==> src/rtl/fetch_stage.sv <==
// fetch_stage: instruction-fetch stage of the five-stage MIPS pipeline.
//   Owns the program counter, drives the instruction-memory read port and
//   loads the IF/ID register. Stall, jump and branch decisions arrive from
//   downstream and are applied here, together with fetch/stall/flush counters.
// Ports:
//   clock, reset            rising-edge clock, asynchronous active-low reset
//   imem_addr / imem_rdata  combinational instruction-memory read port
//   stall                   hold PC and IF/ID for this cycle
//   jump                    ID decoded a J on IFID_instr
//   branch_taken/_target    redirect request from branch resolution
//   PC                      current fetch address
//   IFID_instr              IF/ID instruction (0 = bubble)
//   IFID_pc_plus4           IF/ID copy of fetch address + 4
//   halted                  sticky out-of-range fetch flag
//   fetch_count             real instructions loaded into IF/ID
//   stall_count             stall cycles honoured
//   flush_count             jump and branch flushes
module fetch_stage #(
    parameter int IMEM_WORDS = 32,
    parameter int CNT_W      = 16
) (
    input  logic             clock,
    input  logic             reset,
    output logic [31:0]      imem_addr,
    input  logic [31:0]      imem_rdata,
    input  logic             stall,
    input  logic             jump,
    input  logic             branch_taken,
    input  logic [31:0]      branch_target,
    output logic [31:0]      PC,
    output logic [31:0]      IFID_instr,
    output logic [31:0]      IFID_pc_plus4,
    output logic             halted,
    output logic [CNT_W-1:0] fetch_count,
    output logic [CNT_W-1:0] stall_count,
    output logic [CNT_W-1:0] flush_count
);

    typedef enum logic [2:0] {
        ACT_HALT,
        ACT_BRANCH,
        ACT_STALL,
        ACT_JUMP,
        ACT_FAULT,
        ACT_FETCH
    } action_t;

    localparam logic [31:0] PC_LIMIT = 32'(4 * IMEM_WORDS);

    action_t     action;
    logic [31:0] pc_plus4;
    logic [31:0] jump_target;
    logic [31:0] pc_next;
    logic [31:0] instr_next;
    logic [31:0] pc4_next;
    logic        halted_next;
    logic        fetch_inc;
    logic        stall_inc;
    logic        flush_inc;

    assign imem_addr   = PC;
    assign pc_plus4    = PC + 32'd4;
    // J target uses the upper nibble of the J's own PC+4, which IF/ID still holds.
    assign jump_target = {IFID_pc_plus4[31:28], IFID_instr[25:0], 2'b00};

    // One action per edge, strictly prioritised; a stalled jump is simply
    // re-evaluated once stall drops because the J is still sitting in IF/ID.
    always_comb begin
        action = halted            ? ACT_HALT   :
                 branch_taken      ? ACT_BRANCH :
                 stall             ? ACT_STALL  :
                 jump              ? ACT_JUMP   :
                 (PC >= PC_LIMIT)  ? ACT_FAULT  : ACT_FETCH;
    end

    always_comb begin
        pc_next     = PC;
        instr_next  = IFID_instr;
        pc4_next    = IFID_pc_plus4;
        halted_next = halted;
        fetch_inc   = 1'b0;
        stall_inc   = 1'b0;
        flush_inc   = 1'b0;
        case (action)
            ACT_HALT: begin
                instr_next = '0;
            end
            ACT_BRANCH: begin
                pc_next    = {branch_target[31:2], 2'b00};
                instr_next = '0;
                flush_inc  = 1'b1;
            end
            ACT_STALL: begin
                stall_inc = 1'b1;
            end
            ACT_JUMP: begin
                pc_next    = jump_target;
                instr_next = '0;
                flush_inc  = 1'b1;
            end
            ACT_FAULT: begin
                halted_next = 1'b1;
                instr_next  = '0;
            end
            default: begin
                pc_next    = pc_plus4;
                instr_next = imem_rdata;
                pc4_next   = pc_plus4;
                fetch_inc  = 1'b1;
            end
        endcase
    end

    always_ff @(posedge clock or negedge reset) begin
        if (!reset) begin
            PC            <= '0;
            IFID_instr    <= '0;
            IFID_pc_plus4 <= '0;
            halted        <= 1'b0;
            fetch_count   <= '0;
            stall_count   <= '0;
            flush_count   <= '0;
        end else begin
            PC            <= pc_next;
            IFID_instr    <= instr_next;
            IFID_pc_plus4 <= pc4_next;
            halted        <= halted_next;
            fetch_count   <= fetch_count + CNT_W'(fetch_inc);
            stall_count   <= stall_count + CNT_W'(stall_inc);
            flush_count   <= flush_count + CNT_W'(flush_inc);
        end
    end

endmodule

==> config.mk <==
export PLATFORM = sky130hd
export DESIGN_NAME = fetch_stage
export DESIGN_NICKNAME = d
export VERILOG_FILES = /design/src/rtl/fetch_stage.sv
export SDC_FILE = /design/constraint.sdc
export NUM_CORES = 1
export LEC_CHECK = 0
export ABC_AREA = 1
export CAP_MARGIN = 20
export CELL_PAD_IN_SITES_DETAIL_PLACEMENT = 1
export CELL_PAD_IN_SITES_GLOBAL_PLACEMENT = 2
export CORE_MARGIN = 2
export CORE_UTILIZATION = 23
export CTS_BUF_LIST = sky130_fd_sc_hd__clkbuf_8 sky130_fd_sc_hd__clkbuf_16
export DETAILED_ROUTE_END_ITERATION = 10
export PLACE_DENSITY_LB_ADDON = 0.15
export RECOVER_POWER = 50
export SLEW_MARGIN = 20
export SYNTH_ARGS = -nofsm -noshare
export SYNTH_HDL_FRONTEND = slang
export SYNTH_SLANG_ARGS = --single-unit
==> constraint.sdc <==
create_clock -name clock -period 2.4 [get_ports clock]
set_input_delay 0.72 -clock clock [delete_from_list [all_inputs] [get_ports clock]]
set_output_delay 0.72 -clock clock [all_outputs]
set_load 0.02 [all_outputs]
==> metrics.txt <==
Max clock buf depth 2; nets@finish 1,055; maximum fanout along the worst path 4; CTS Root Cell clkbuf_16; Leak 0.00493 uW; # diodes 0; FP Rows 61; multi-input logic area 2400 um^2; routability cong. 0.720; Yosys reg bits 141; H-tree levels 4; sequential area share after synthesis 53.9%; commonest non-fill, non-tap cells in the layout 232 x clkdlybuf4s50_1, 156 x nand2_1, 140 x dfrtp_1; Slowest cell on crit path clkdlybuf4s50_1; clock transition at the registers of the reported paths 60 ps; Ys Warns 0; Placed Area 9570 um^2; final WL 21,700 um; XOR/XNOR share of the synthesized area 6.02%; Pre-antenna DRT Iters 4; RSZ-0062 raised after global routing true; share of flip-flops with an asynchronous set or reset 100%; first-pass GRT wire length 34,600 um; HP Class reg2reg; routed vias 5,578; Crit Path Category reg2out; synth unique cells 31; CP dominant cell by count buf_4; Mapped Area 6550 um^2; area grow syn2layout 55.6%; DRT antenna net count 0; EDFF count, synth 0; power per cell area 892 nW/um^2; Die W 173 um; largest net degree at the start of global routing 61; top cell family by delay on the critical path buffers and inverters; hold-fix buffers at CTS 0; routed wl met3 1500 um; Setup WS pre-CTS -536 ps; min cycle time layout 2350 ps; worst-skew pair later-pin latency 430 ps; Final WS setup 52.0 ps; CTS tree built; mux cell area share after synthesis 0%; Util after Layout 36.5%; CTS buffer count 17; largest stage delay on the critical path 540 ps; most common cell after layout, fill and taps aside clkdlybuf4s50_1; Slew Limit Fails 56; CP startpoint kind register; f_max 0.426 GHz; Vias per Instance 4.07; Overflow after GRT 0; number of remaining DRC errors 0; total track usage 14.9%; outcome finished with violations; uppermost layer routed met4; setup TNS 0 ps; Non-Filler Instances 1,369; CTS Sinks 141; failing checks max-capacitance violations, max-slew violations; Req. time, crit path 1680 ps; core area 27,900 um^2; register area 3530 um^2; Peak VDD IR 0.000352 V; Post-Syn Area per Cell 9.18 um^2; Syn Inst Count 714; met2 wire length 9940 um; cell breakdown of the critical path buf_4 -> buf_4 -> clkdlybuf4s50_1; worst-margin pin slew 1520 ps; Worst Setup End Kind output pin; Fill cells 3,238; DP HPWL 16,100 um; design area 10,200 um^2; compound-cell area share of the yosys netlist 3.74%; DRT met1 WL 9960 um; Die Y 173 um; drt wl/cell 15.8 um; antenna violations before repair 1; I/O Buffers 237; maxcap violations 1; CP Buf/Inv Count 3; vias in the first global route 5,941; setup violators final 0; initial core utilization 23.5%; main combinational cell family by area after synthesis simple AND/OR/NAND/NOR gates; CP arrival 1630 ps; placed cells 1,335; First DRT Iteration DRCs 186; Fin. Hold Viols 0; simple-gate share of the synthesized area 22.7%; post-route clock skew 15.4 ps; Die ar. 29,800 um^2; Top Ports 246; Synth Flop Type dfrtp_1; Rel. slew slack -1.26%; Post-Synth Adder-Cell Area 1.53%; proportion of layout cells with a drive suffix above 1 14.7%; Final period util 97.8%
[cell families after synthesis]
family / Yosys count
and+or+nand+nor: 338
buffers and inverters: 153
DFF: 141
xor gates and xnor gates: 45
AOI/OAI and AO/OA: 28
adders and majority gates: 8
other: 1
[power by group]
part / switching, uW / internal [uW] / total (uW)
logic: 1790 / 1640 / 3430
registers: 293 / 2710 / 3000
clock network: 1160 / 1500 / 2660
total: 3240 / 5850 / 9090
[final timing paths]
check                                     start              end  slack, ps  depth (start not counted)
worst min register to register  stall_count[15]  stall_count[15]        470                          1
worst max register to register            PC[7]  stall_count[14]        200                         17
max in group asynchronous                 reset           PC[17]        390                          2
worst max-delay path                      PC[7]            PC[7]         50                          3
min in group asynchronous                 reset   stall_count[5]        660                          1
worst min-delay path            stall_count[15]  stall_count[15]        470                          1
[worst register-to-register path, cell delays in order (launching register included)]
cell and delay (ps):
dfrtp_2 360, nor2_1 50, and2_4 150, nand2_2 70
nor2_2 40, nand2_2 80, nand2_2 60, nand3_2 70
nand2_2 60, nor2_2 90, ha_2 190, ha_2 180
nand2_2 80, nor2_4 130, nand3_2 100, nor3_4 160
nand3_2 100, xnor2_1 130
[registers in the layout, indices dropped and copies added (netlist names)]
signal	cells
IFID_instr	32
IFID_pc_plus4	30
PC	30
fetch_count	16
flush_count	16
halted	1
stall_count	16
[synthesized netlist by cell type (6+ instances only)]
cell type	number	area (um^2)
nor2_1	55	206
nand2_1	160	601
o21ai_0	6	30.0
buf_2	6	30.0
dfrtp_1	141	3530
ha_1	8	100
nor2_2	8	50.1
inv_1	87	327
buf_6	8	90.1
xor2_1	30	263
xnor2_1	15	131
a32o_1	20	200
buf_4	39	293
clkbuf_1	6	22.5
nand3_1	96	480
[metal layers]
| metal | vias up | global-route usage [%] |
|---|---|---|
| li1 | 2734 | - |
| met1 | 2669 | 19.4 |
| met2 | 157 | 23.4 |
| met3 | 18 | 5.21 |
| met4 | 0 | 4.17 |
| met5 | - | 0 |
[area by class of cell]
class / count / share of cell area, %
Timing Repair Buffer: 303 / 28.2
Sequential cell: 141 / 34.6
Tap cell: 378 / 4.64
Clock inverter: 13 / 1.25
Inverter: 90 / 3.36
Multi-Input combinational cell: 425 / 23.5
Clock buffer: 19 / 4.44
[metrics by stage]
stage	power, uW	hold WS, ps
3_5_place_dp	6510	461
5_1_grt	9590	502
2_1_floorplan	4820	424
6_report	9090	467
3_3_place_gp	6490	455
4_1_cts	9240	286
[what timing repair did]
| action | 4_1_cts | 5_1_grt |
|---|---|---|
| cloned | 0 | 0 |
| gates resized for setup | 6 | 16 |
| endpoints found under the setup margin | 5 | 11 |
| pin swaps | 2 | 9 |
| buffers inserted | 0 | 2 |
Note: power is estimated with default switching activity, not from simulation.
